### config.mk
export PLATFORM = sky130hd
export DESIGN_NAME = spi_master_initiator_flat
export DESIGN_NICKNAME = d
export VERILOG_FILES = /design/src/rtl/spi_master_initiator_if.sv /design/src/rtl/spi_master_initiator.sv /design/src/flat_wrapper.sv
export SDC_FILE = /design/constraint.sdc
export NUM_CORES = 1
export LEC_CHECK = 0
export ABC_AREA = 1
export CAP_MARGIN = 20
export CORE_MARGIN = 3
export CORE_UTILIZATION = 60
export DETAILED_ROUTE_END_ITERATION = 10
export GPL_ROUTABILITY_DRIVEN = 0
export PLACE_DENSITY = 0.95
export SYNTH_ARGS = -nofsm -noshare
export SYNTH_HDL_FRONTEND = slang
export SYNTH_SLANG_ARGS = --single-unit
### constraint.sdc
create_clock -name clk -period 2.9 [get_ports clk]
set_clock_uncertainty 0.05 [all_clocks]
set_input_delay 0.87 -clock clk [delete_from_list [all_inputs] [get_ports clk]]
set_output_delay 0.87 -clock clk [all_outputs]
set_load 0.01 [all_outputs]
### src/rtl/spi_master_initiator_if.sv
// spi_master_initiator_if: request/response handshake plus the SPI pins of the
// initiator, bundled so the controller side and the SPI wiring travel together.
//   master modport (the initiator): takes start/rw/addr/wdata/miso,
//                                   drives busy/done/rdata/sclk/cs/mosi
//   slave modport  (host + responder side): the mirror image
interface spi_master_initiator_if;
    logic       start;
    logic       rw;
    logic [6:0] addr;
    logic [7:0] wdata;
    logic       busy;
    logic       done;
    logic [7:0] rdata;
    logic       sclk;
    logic       cs;
    logic       mosi;
    logic       miso;

    modport master (
        input  start, rw, addr, wdata, miso,
        output busy, done, rdata, sclk, cs, mosi
    );

    modport slave (
        output start, rw, addr, wdata, miso,
        input  busy, done, rdata, sclk, cs, mosi
    );
endinterface

### src/rtl/spi_master_initiator.sv
// spi_master_initiator: frames one SPI memory transaction per request
// ({addr[6:0], rw} header, optional read turnaround, one data byte) and
// derives sclk from clk with a divide-by-2*CLK_DIV period.
//   clk, rst_n : system clock, asynchronous active-low reset
//   bus        : spi_master_initiator_if.master (request, status, SPI pins)
//   CLK_DIV    : clk cycles per sclk half-period (1..255)
//   READ_GAP   : turnaround sclk periods before read data (0..3)
// Optional feature: define SPI_MASTER_QUEUE_EN for a one-entry request holder
// that accepts a start while busy and launches it in the done cycle.
module spi_master_initiator #(
    parameter int unsigned CLK_DIV  = 4,
    parameter int unsigned READ_GAP = 1
) (
    input  logic                          clk,
    input  logic                          rst_n,
    spi_master_initiator_if.master        bus
);
    localparam int unsigned PH_W  = 9;
    localparam int unsigned PER_W = 3;
    localparam logic [PH_W-1:0]  PH_RISE   = PH_W'(CLK_DIV - 1);
    localparam logic [PH_W-1:0]  PH_HIGH   = PH_W'(CLK_DIV);
    localparam logic [PH_W-1:0]  PH_LAST   = PH_W'(2 * CLK_DIV - 1);
    localparam logic [PER_W-1:0] BYTE_LAST = PER_W'(7);
    localparam logic [PER_W-1:0] GAP_LAST  = (READ_GAP == 0) ? PER_W'(0) : PER_W'(READ_GAP - 1);

    typedef enum logic [2:0] {
        S_IDLE   = 3'd0,
        S_HEADER = 3'd1,
        S_GAP    = 3'd2,
        S_DATA   = 3'd3,
        S_TAIL   = 3'd4
    } state_e;

    state_e            state_q, state_d;
    logic [PH_W-1:0]   ph_q, ph_d;
    logic [PER_W-1:0]  per_q, per_d;
    logic [15:0]       sreg_q, sreg_d;
    logic [7:0]        rx_q, rx_d;
    logic              rw_q, rw_d;
    logic              sclk_q, sclk_d;
    logic              cs_q, cs_d;
    logic              mosi_q, mosi_d;
    logic              busy_q, busy_d;
    logic              done_q, done_d;
    logic [7:0]        rdata_q, rdata_d;

    logic              per_end;
    logic              in_frame_q, in_frame_d;
    logic              req_go, req_rw;
    logic [6:0]        req_addr;
    logic [7:0]        req_wdata;

    assign per_end    = (ph_q == PH_LAST);
    assign in_frame_q = (state_q == S_HEADER) || (state_q == S_GAP) || (state_q == S_DATA);
    assign in_frame_d = (state_d == S_HEADER) || (state_d == S_GAP) || (state_d == S_DATA);

`ifdef SPI_MASTER_QUEUE_EN
    logic       hold_vld_q, hold_vld_d;
    logic       hold_rw_q, hold_rw_d;
    logic [6:0] hold_addr_q, hold_addr_d;
    logic [7:0] hold_wdata_q, hold_wdata_d;

    // Holder fills only while busy and empty; it drains on the next IDLE cycle
    always_comb begin
        hold_vld_d   = hold_vld_q;
        hold_rw_d    = hold_rw_q;
        hold_addr_d  = hold_addr_q;
        hold_wdata_d = hold_wdata_q;
        if ((state_q == S_IDLE) && hold_vld_q) begin
            hold_vld_d = 1'b0;
        end else if (bus.start && busy_q && !hold_vld_q) begin
            hold_vld_d   = 1'b1;
            hold_rw_d    = bus.rw;
            hold_addr_d  = bus.addr;
            hold_wdata_d = bus.wdata;
        end
    end

    // A held request takes the launch slot over a fresh start
    always_comb begin
        req_go    = bus.start || hold_vld_q;
        req_rw    = hold_vld_q ? hold_rw_q    : bus.rw;
        req_addr  = hold_vld_q ? hold_addr_q  : bus.addr;
        req_wdata = hold_vld_q ? hold_wdata_q : bus.wdata;
    end

    always_ff @(posedge clk or negedge rst_n) begin
        if (!rst_n) begin
            hold_vld_q   <= 1'b0;
            hold_rw_q    <= 1'b0;
            hold_addr_q  <= 7'h00;
            hold_wdata_q <= 8'h00;
        end else begin
            hold_vld_q   <= hold_vld_d;
            hold_rw_q    <= hold_rw_d;
            hold_addr_q  <= hold_addr_d;
            hold_wdata_q <= hold_wdata_d;
        end
    end
`else
    // Without the holder only an IDLE-cycle start can launch a frame
    always_comb begin
        req_go    = bus.start;
        req_rw    = bus.rw;
        req_addr  = bus.addr;
        req_wdata = bus.wdata;
    end
`endif

    // State register
    always_ff @(posedge clk or negedge rst_n) begin
        if (!rst_n) state_q <= S_IDLE;
        else        state_q <= state_d;
    end

    // Next state: every frame state advances only at an sclk period boundary
    always_comb begin
        state_d = state_q;
        unique case (state_q)
            S_IDLE:   if (req_go) state_d = S_HEADER;
            S_HEADER: if (per_end && (per_q == BYTE_LAST))
                          state_d = (rw_q && (READ_GAP != 0)) ? S_GAP : S_DATA;
            S_GAP:    if (per_end && (per_q == GAP_LAST)) state_d = S_DATA;
            S_DATA:   if (per_end && (per_q == BYTE_LAST)) state_d = S_TAIL;
            S_TAIL:   if (per_end) state_d = S_IDLE;
            default:  state_d = S_IDLE;
        endcase
    end

    // Outputs and datapath; pins are registered so they line up with state_q
    always_comb begin
        ph_d    = ((state_q == S_IDLE) || per_end) ? PH_W'(0) : ph_q + PH_W'(1);
        per_d   = (state_d != state_q) ? PER_W'(0) : (per_end ? per_q + PER_W'(1) : per_q);
        sreg_d  = sreg_q;
        rx_d    = rx_q;
        rw_d    = rw_q;
        rdata_d = rdata_q;
        mosi_d  = in_frame_q ? mosi_q : 1'b0;
        cs_d    = !in_frame_d;
        busy_d  = (state_d != S_IDLE);
        done_d  = (state_q == S_TAIL) && (state_d == S_IDLE);
        sclk_d  = in_frame_d && (ph_d >= PH_HIGH);

        if ((state_q == S_IDLE) && req_go) begin
            sreg_d = {req_addr, req_rw, req_rw ? 8'h00 : req_wdata};
            rw_d   = req_rw;
            mosi_d = req_addr[6];
        end

        // miso is taken on the edge that raises sclk
        if ((state_q == S_DATA) && (ph_q == PH_RISE)) begin
            rx_d = {rx_q[6:0], bus.miso};
        end

        // mosi moves only on the sclk falling edge (the period boundary)
        if (in_frame_q && per_end) begin
            if (state_d == S_TAIL) begin
                mosi_d = 1'b0;
            end else if (state_d == S_GAP) begin
                mosi_d = 1'b0;
                if (state_q == S_HEADER) sreg_d = {sreg_q[14:0], 1'b0};
            end else if (state_q == S_GAP) begin
                mosi_d = sreg_q[15];
            end else begin
                sreg_d = {sreg_q[14:0], 1'b0};
                mosi_d = sreg_q[14];
            end
        end

        if ((state_q == S_DATA) && (state_d == S_TAIL) && rw_q) begin
            rdata_d = rx_q;
        end
    end

    always_ff @(posedge clk or negedge rst_n) begin
        if (!rst_n) begin
            ph_q    <= '0;
            per_q   <= '0;
            sreg_q  <= 16'h0000;
            rx_q    <= 8'h00;
            rw_q    <= 1'b0;
            sclk_q  <= 1'b0;
            cs_q    <= 1'b1;
            mosi_q  <= 1'b0;
            busy_q  <= 1'b0;
            done_q  <= 1'b0;
            rdata_q <= 8'h00;
        end else begin
            ph_q    <= ph_d;
            per_q   <= per_d;
            sreg_q  <= sreg_d;
            rx_q    <= rx_d;
            rw_q    <= rw_d;
            sclk_q  <= sclk_d;
            cs_q    <= cs_d;
            mosi_q  <= mosi_d;
            busy_q  <= busy_d;
            done_q  <= done_d;
            rdata_q <= rdata_d;
        end
    end

    assign bus.sclk  = sclk_q;
    assign bus.cs    = cs_q;
    assign bus.mosi  = mosi_q;
    assign bus.busy  = busy_q;
    assign bus.done  = done_q;
    assign bus.rdata = rdata_q;
endmodule

### src/flat_wrapper.sv
// flat-port wrapper written by rule: the top's interface ports become plain ports
module spi_master_initiator_flat 
#(
    parameter int unsigned CLK_DIV  = 4,
    parameter int unsigned READ_GAP = 1
)
  (clk, rst_n, bus_start, bus_rw, bus_addr, bus_wdata, bus_miso, bus_busy, bus_done, bus_rdata, bus_sclk, bus_cs, bus_mosi);
  spi_master_initiator_if bus_i ();
  input  logic clk;
  input  logic rst_n;
  input wire logic [$bits(bus_i.start)-1:0] bus_start;
  input wire logic [$bits(bus_i.rw)-1:0] bus_rw;
  input wire logic [$bits(bus_i.addr)-1:0] bus_addr;
  input wire logic [$bits(bus_i.wdata)-1:0] bus_wdata;
  input wire logic [$bits(bus_i.miso)-1:0] bus_miso;
  output wire logic [$bits(bus_i.busy)-1:0] bus_busy;
  output wire logic [$bits(bus_i.done)-1:0] bus_done;
  output wire logic [$bits(bus_i.rdata)-1:0] bus_rdata;
  output wire logic [$bits(bus_i.sclk)-1:0] bus_sclk;
  output wire logic [$bits(bus_i.cs)-1:0] bus_cs;
  output wire logic [$bits(bus_i.mosi)-1:0] bus_mosi;
  assign bus_i.start = bus_start;
  assign bus_i.rw = bus_rw;
  assign bus_i.addr = bus_addr;
  assign bus_i.wdata = bus_wdata;
  assign bus_i.miso = bus_miso;
  assign bus_busy = bus_i.busy;
  assign bus_done = bus_i.done;
  assign bus_rdata = bus_i.rdata;
  assign bus_sclk = bus_i.sclk;
  assign bus_cs = bus_i.cs;
  assign bus_mosi = bus_i.mosi;
  spi_master_initiator #(.CLK_DIV(CLK_DIV), .READ_GAP(READ_GAP)) u_core (.clk(clk), .rst_n(rst_n), .bus(bus_i));
endmodule
; ---- Yosys cells after proc, flatten, opt, wreduce, memory -nomap -nowiden
; Index checks and enable logic that the tools add are counted.
[totals]
register_bits = 53
latchBits = 0
mem_bits_ro = 0
memories = 0
mem_bits_rw = 0
word_cells = 71
in_bits = 20
[classes]
n_eq_ne = 13
n_mux = 23
multipliers = 0
n_div = 0
shift = 0
reduce_logical = 20
n_addsub = 2
n_bitwise = 0
n_lt_le_gt_ge = 1
[ops]
columns = cell, n
row1 = 2-to-1 mux 16 bit, 6
row2 = 2-to-1 mux 3 bit, 7
row3 = one-hot mux 3 bit (5 select lines), 1
row4 = equality test 3 x 2 -> 1 bit (second input constant), 4
row5 = adder 9 x 1 -> 9 bit (second input constant), 1
row6 = equality test 3 bit (second input constant), 3
row7 = equality test 9 x 2 -> 1 bit (second input constant), 1
row8 = equality test 9 x 3 -> 1 bit (second input constant), 1
row9 = greater-or-equal comparator 9 x 3 -> 1 bit (second input constant), 1
row10 = logical AND 1 bit, 9
row11 = logical NOT 3 bit, 3
row12 = 2-to-1 mux 9 bit, 1
row13 = 2-to-1 mux 8 bit, 1
row14 = 2-to-1 mux 1 bit, 7
row15 = equality test 3 x 1 -> 1 bit (second input constant), 2
row16 = logical OR 1 bit, 5
row17 = adder 3 x 1 -> 3 bit (second input constant), 1
row18 = inequality test 3 bit, 1
row19 = inequality test 3 bit (second input constant), 1
row20 = nonzero test 3 bit, 1
row21 = nonzero test 2 bit, 1
row22 = logical NOT 1 bit, 1

; ---- Depth between registers and ports, before layout
; Gate-level depths: netlist (run 1).
[depth]
word_depth = 8
mapped_depth = 12

; ---- Worst setup path before layout (run 1)
; OpenSTA, ideal clock, no wires.
[synth_timing]
path_kind = input to register
start = input port bus_start
end = register u_core.sreg_q[15]
path_buffers = 1
t_arrival_ps = 1552
path_stages = 8
path_slack_ps = 1232
path_cell_list = nand2_4 > inv_6 > buf_6 > o21ai_0 > nand2_1 > nand2_1 > nand3_1 > nand2_1
[synth_via]
elab_chain_len = 6
word_cells_on_any_way = 11
[synth_lines]
columns = item, line_no
row1 = start: declaration, flat_wrapper.sv:11  ; input wire logic [$bits(bus_i.start)-1:0] bus_start;
row2 = 2-to-1 mux 3 bit / logical AND 1 bit (equally long branches), "spi_master_initiator.sv:120, spi_master_initiator.sv:144"
row3 = one-hot mux 3 bit (5 select lines) / 2-to-1 mux 16 bit (equally long branches), "spi_master_initiator.sv:119, spi_master_initiator.sv:144"
row4 = equality test 3 x 2 -> 1 bit (tied with other cells), spi_master_initiator.sv:159  ; end else if (state_d == S_GAP) begin
row5 = 2-to-1 mux 16 bit, spi_master_initiator.sv:159
row6 = 2-to-1 mux 16 bit, spi_master_initiator.sv:157  ; if (state_d == S_TAIL) begin
row7 = 2-to-1 mux 16 bit (*), spi_master_initiator.sv:156  ; if (in_frame_q && per_end) begin
row8 = net u_core.sreg_d[15], spi_master_initiator.sv:37  ; logic [15:0] sreg_q, sreg_d;
row9 = end signal: assignment, spi_master_initiator.sv:191  ; sreg_q <= sreg_d;
row10 = end: declaration, spi_master_initiator.sv:37
; Mark *: on every way through the listed nets, which the timed path passes. The rest lies on a longest branch.
; A chain may end at the register's enable or synchronous reset.

; ---- Worst setup path in the final report (run 1)
[layout_timing]
start = register u_core.cs_q, in the netlist u_core.bus.cs
end = output port bus_cs
[layout_rtl]
columns = item, line_no
row1 = start: declaration, spi_master_initiator.sv:41  ; logic cs_q, cs_d;
row2 = start signal: assignment, spi_master_initiator.sv:195  ; cs_q <= cs_d;
row3 = end: declaration, flat_wrapper.sv:20  ; output wire logic [$bits(bus_i.cs)-1:0] bus_cs;
; No word-level cell between the ends.

==> results of run 1 <==
## logic make-up (layout without fill, tap and decap cells)
kind of cell             count (synthesis)  after routing
flip-flops                              53             53
AO/OA/AOI/OAI                           60             60
adder cells (fa/ha/maj)                  4              4
XOR/XNOR                                 1              1
AND/OR/NAND/NOR                        188            188
buffers and inverters                   59             91
## through the flow
stage | instances | hold WS [ps] | area [µm²] | worst slack [ps]
after floorplan | 365 | 379.0 | 2895 | 1232
after global placement | 441 | 397.2 | 3244 | 679.0
after detailed placement | 441 | 399.1 | 3244 | 582.4
after CTS | 449 | 412.0 | 3338 | 590.9
after global routing | 449 | 434.2 | 3338 | 560.0
final | 449 | 410.0 | 3338 | 606.1
## worst paths after layout
path,startpoint,endpoint,depth (start not counted)
worst max-delay path,u_core.bus.cs,bus_cs,1
worst min-delay path,u_core.ph_q[0],u_core.ph_q[0],1
worst max register to register,u_core.ph_q[0],u_core.bus.sclk,11
worst min register to register,u_core.ph_q[0],u_core.ph_q[0],1
max in group asynchronous,rst_n,u_core.bus.cs,2
min in group asynchronous,rst_n,u_core.ph_q[8],1
## where the power goes
group	switching, µW	total (µW)	internal (µW)
sequential	0	738	738
clock	256	430	175
combinational	19.8	44.1	24.3
total	275	1210	937
## layout make-up
class,instances,area [µm²]
multi-input cells,253,1311
well taps,52,65.06
flip-flops and latches,53,1328
repair buffers,36,357.8
clock inverters,3,25.02
inverters,47,182.7
clock buffers,5,68.82
fillers,356,1166
## cell usage after synthesis
master / instances
nand4_1: 1
nor2_1: 19
nor2_4: 3
nand2_2: 5
o21ai_1: 16
o31ai_1: 1
xor2_1: 1
inv_2: 6
nor4b_4: 1
nand3_1: 40
nand2_1: 102
inv_6: 1
o21ai_2: 3
ha_1: 4
nand2_4: 4
dfstp_2: 1
a21o_2: 1
dfrtp_1: 52
clkbuf_1: 3
inv_1: 39
buf_1: 1
buf_2: 4
nor2_2: 3
nor2_8: 1
nand3_2: 3
nor3_1: 3
buf_6: 4
a21oi_1: 1
nand3b_2: 1
o2111ai_1: 1
nand3_4: 2
o21ai_0: 37
clkinv_2: 1
## layout by cell type (no fill, tap or decap), types with 2 or more instances in the layout
cell	count
nor2_1	19
clkbuf_8	5
ha_1	4
clkdlybuf4s50_1	31
nor2_2	3
inv_1	39
nor3_1	3
nand3_4	2
inv_6	2
o21ai_0	37
inv_2	6
o21ai_2	3
buf_4	3
nand2_4	4
nand2_2	5
nand3_1	40
dfrtp_1	52
nor2_4	3
o21ai_1	16
nand3_2	3
nand2_1	102
## state kept, by name, summed over array words and instances (netlist names)
signal	cells
u_core.bus.busy	1
u_core.rw_q	1
u_core.per_q	3
u_core.bus.sclk	1
u_core.ph_q	9
u_core.bus.mosi	1
u_core.bus.done	1
u_core.bus.cs	1
u_core.state_q	3
u_core.bus.rdata	8
u_core.sreg_q	16
u_core.rx_q	8
## metal layers
metal / track usage / share of wire / vias to the layer above
li1: - / - / 1237
met1: 0.2647 / 0.45 / 1116
met2: 0.3950 / 0.49 / 59
met3: 0.04881 / 0.040 / 7
met4: 0.06796 / 0.015 / 0
met5: 0 / 0 / -
==> results.md, run 1 <==
* Cell area after synthesis at 2895 µm²
* Fin. max-slew vios at 0
* Register area share after synthesis at 0.4585
* Share of cells above drive strength 1 at 0.1259
* Hold buffers post-CTS at 0
* Number of global-route vias before repair at 2,342
* Yosys top cell area share at 0.4494
* CP endpoint kind: output port
* Pwr/cell area at 363.3 nW/µm²
* Antenna violations before repair at 0
* IR drop worst, VDD at 0.2181 mV
* Vias post-DR at 2,419
* Largest net degree at the start of global routing at 32
* Ports at 33
* Wirelength per Cell at 12.46 µm
* Synth area leaders: dfrtp_1 (45%), nand2_1 (13%), nand3_1 (6.9%)
* Kind of critical path: register to output port
* DRC violations left at 0
* Leak at 0.001715 µW
* CP max-delay cell: dfstp_2
* Final setup vio count at 0
* Final hold vios at 0
* Synth Warn # at 0
* Hold Path Class: register to register
* Number of antenna-violating nets in the routed design at 0
* Via/cell ratio at 5.388
* CP max stage delay at 530 ps
* WP data required at 1980 ps
* Synth Area in Compound Gates at 0.1111
* CP Buf/Inv Count at 1
* Syn avg cell area at 7.932 µm²
* Max-cap viol count at 0
* Critical-path cell list: clkdlybuf4s50_1
* CP arrival at 1370 ps
* Syn Inst Count at 365
* Leading area contributor after synthesis: dfrtp_1
* CTS H-tree depth at 2
* Gr ovfl total at 0
* I/O Buffers at 32
* Final setup TNS at 0 ps
* Design Power at 1213 µW
* Crit path max fanout at 1
* First-pass GRT wire length at 9825 µm
* Adder-cell area share of the yosys netlist at 0.01729
* Iter 0 DRT Violations at 195
* Least-Margin Pin Slew at 528.6 ps
* Root Buffer: clkbuf_8
* FMAX at 0.4359 GHz
* CTS Sinks at 53
* Die width at 75.47 µm
* RSZ-0062 raised after global routing: no
* Crit path time final at 2294 ps
* Area growth, synth to finish at 15.30%
* Total wire length at 5594 µm
* Num CTS Buffers at 5
* Synth Area in Simple Gates at 0.3194
* Final net count at 420
* Period Utilization, post-route at 0.7910
* Netlist cell types at 33
* Worst rel slew slack at 0.6476
* Die Ht at 75.47 µm
* Initial Util at 0.6428
* TritonCTS clock tree: built
* DPL Wire Length at 4149 µm
* GRT Overall Usage at 0.2209
* Clock-pin slew on the worst setup and hold paths at 100 ps
* Startpoint Class: register
* Post-synthesis mux area share at 0
* Status: finished clean
* Setup repair bufs after CTS at 0
* Synth Area in XOR/XNOR at 0.003025
* Largest family of logic cells by synthesized area: simple AND/OR/NAND/NOR gates
* Synthesized Nets at 389
* Clock buffer depth at 2
* Worst-skew pair later-pin latency at 320 ps
* Rows at 24
* Post-cts sizing count at 0
* Fin util at 0.7411
* Die ar. at 5695 µm²
* DRT Pass-1 Iters at 5
* Yosys reg bits at 53
* N_diodes at 0
* Core area at 4504 µm²
* Worst reg2reg setup slack at 990 ps
* Crit-path leading delay family: flip-flops
(Power assumes the default switching activity.)
==> run 2: changes to the inputs <==
Settings changed: CORE_UTILIZATION 60 to 51, PLACE_DENSITY 0.95 to 0.87.
Clock period 2.9 ns to 1.8 ns, I/O delays scaled along.
==> run 2 against run 1 <==
  * Die area grew 16%
  * Critical endpoint is now bus_done
  * Non-clock buffer count grew 19
  * Worst setup slack lost 550 ps
  * Global-route usage shrank 1.8 points
  * Utilization shrank 6.8 points
  * Clock-buffer cell count is the same
  * Register-to-register slack lost 910 ps
  * Final cell count grew 8.2%
  * Cell area grew 6.9%
  * Highest routed layer unchanged
  * Largest power group unchanged
  * Clock power grew 58%
  * Routed wire length grew 9.2%
  * Via count grew 5.2%
==> results.md, run 2 (same netlist as run 1, synthesis figures left out) <==
* Status: finished clean
* Worst r2r src: u_core.ph_q[0]
* WHS at 167.5 ps (-242.6 ps)
* Crit-path leading delay family: buffers and inverters
* Die ar. at 6617 µm² (+16%)
* Total wire length at 6109 µm (+9.2%)
* CP arrival at 1160 ps (-210 ps)
* Gr ovfl total at 0 (unchanged)
* Area growth, synth to finish at 23.21%
* Crit path time final at 1746 ps
* Max-cap viol count at 0 (unchanged)
* DPL Wire Length at 4161 µm (+0.29%)
* Kind of critical path: register to output port
* Largest Register: u_core.sreg_q
* GRT Overall Usage at 0.2029 (-0.01798)
* Vias post-DR at 2,545 (+5.2%)
* Max reg flops at 16 (unchanged)
* Crit. Startpoint: u_core.bus.done
* Worst rel slew slack at 0.7673 (+0.1198)
* Hold Path Class: primary input to asynchronous set/reset pin
* Final hold vios at 0 (unchanged)
* Hold buffers post-CTS at 0 (unchanged)
* Fin util at 0.6727 (-0.06839)
* Final setup vio count at 0 (unchanged)
* Commonest non-fill, non-tap cell in the layout: nand2_1
* Num CTS Buffers at 5 (unchanged)
* CTS Sinks at 53 (unchanged)
* CP max stage delay at 520 ps (about the same)
* Leak at 0.001980 µW (+15%)
* Least-Margin Pin Slew at 346.3 ps (-182.3 ps)
* Die Ht at 81.35 µm (+7.8%)
* Number of antenna-violating nets in the routed design at 0 (unchanged)
* Wirelength per Cell at 12.57 µm (+0.89%)
* DRC violations left at 0 (unchanged)
* Place WS at -136.7 ps (-719.1 ps)
* Period Utilization, post-route at 0.9702
* First-pass GRT wire length at 10,480 µm (+6.7%)
* CTS H-tree depth at 2 (unchanged)
* Placed inst area at 3362 µm² (+3.6%)
* Core area at 5303 µm² (+18%)
* I/O Buffers at 32 (unchanged)
* Worst-skew pair later-pin latency at 310 ps (about the same)
* Initial Util at 0.5460 (-0.09677)
* Most frequent cells in the layout: nand2_1 (101), dfrtp_1 (51), inv_1 (39), nand3_1 (39), o21ai_0 (35)
* Post-route cell area at 3567 µm² (+6.9%)
* CP max-delay cell: clkdlybuf4s50_1
* Pwr/cell area at 545.0 nW/µm² (+50%)
* Critical-path cell list: clkdlybuf4s50_1
* CP Buf/Inv Count at 1 (unchanged)
* IR drop worst, VDD at 0.3250 mV (+49%)
* Largest net degree at the start of global routing at 54 (+69%)
* CP endpoint kind: output port
* Fin. max-slew vios at 0 (unchanged)
* FMAX at 0.5726 GHz
* RSZ-0062 raised after global routing: yes
* Die width at 81.35 µm (+7.8%)
* TritonCTS clock tree: built
* Final setup margin at 53.63 ps (-552.5 ps)
* Rows at 26 (+8.3%)
* Crit path max fanout at 1 (unchanged)
* Root Buffer: clkbuf_8
* Via/cell ratio at 5.237 (-2.8%)
* Clock-pin slew on the worst setup and hold paths at 100 ps (about the same)
* Iter 0 DRT Violations at 164 (-16%)
* Startpoint Class: register
* DRT Pass-1 Iters at 4 (-1)
* Largest registers: u_core.sreg_q x16, u_core.ph_q x9
* Ports at 33 (unchanged)
* N_diodes at 0 (unchanged)
* WP data required at 1210 ps (-770 ps)
* Share of cells above drive strength 1 at 0.1779 (+0.05194)
* Final net count at 439 (+4.5%)
* Number of global-route vias before repair at 2,359 (+0.73%)
* Fillers at 446 (+25%)
* Antenna violations before repair at 0 (unchanged)
* Clock buffer depth at 2 (unchanged)
==> run 2: changes by cell type in the layout (fill, tap and decap cells not counted), sizes merged <==
cell           previous run  this run
clkdlybuf4s50            31        20
dlygate4sd2               0         4
buf                       5        24
dlymetal6s2s              0         7
inv                      47        46
clkinv                    2         4
clkinvlp                  1         0
==> run 2: final timing paths <==
| kind | to | depth (start not counted) | slack [ps] |
|---|---|---|---|
| max in group asynchronous | u_core.bus.cs | 2 | 1260 |
| hold reg to reg | u_core.bus.rdata[1] | 2 | 440 |
| min in group clk | u_core.bus.rdata[1] | 2 | 440 |
| setup / recovery | bus_done | 1 | 50 |
| hold / removal | u_core.bus.rdata[0] | 2 | 170 |
| setup reg to reg | u_core.bus.sclk | 12 | 80 |
==> run 2: routing by layer <==
layer,GRT usage,part of all wire
met1,0.2669,0.44
met2,0.3355,0.50
met3,0.03437,0.047
met4,0.07264,0.012
met5,0,0
==> run 2: layout make-up <==
type                            count  area [µm²]  area share
Multi-Input combinational cell    253        1349      0.3781
Sequential cell                    53        1329      0.3725
Timing Repair Buffer               55       525.5      0.1473
Inverter                           47       185.2     0.05191
Tap cell                           70       87.58     0.02455
Clock buffer                        5       68.82     0.01929
Clock inverter                      3       22.52    0.006314
==> run 2: report_power, final <==
part / switching [µW] / internal [µW] / leakage, µW
registers: 0 / 1190 / 0.000701
clock network: 404 / 277 / 0.0000481
logic: 33.8 / 39.6 / 0.00123
==> run 2: per-stage QoR <==
stage | cells | setup TNS [ps] | total power, µW
after global routing | 486 | -52.94 | 2016
after CTS | 480 | 0 | 1973
after global placement | 470 | -229.7 | 1288
after floorplan | 365 | 0 | 1216
after detailed placement | 470 | -664.5 | 1288
final | 486 | 0 | 1944
==> run 2: what timing repair did <==
item                                    4_1_cts  5_1_grt
buffers inserted                              2        6
gates resized for setup                       4       19
pin swaps                                     1        6
endpoints found under the hold margin         0        0
endpoints found under the setup margin        7       37
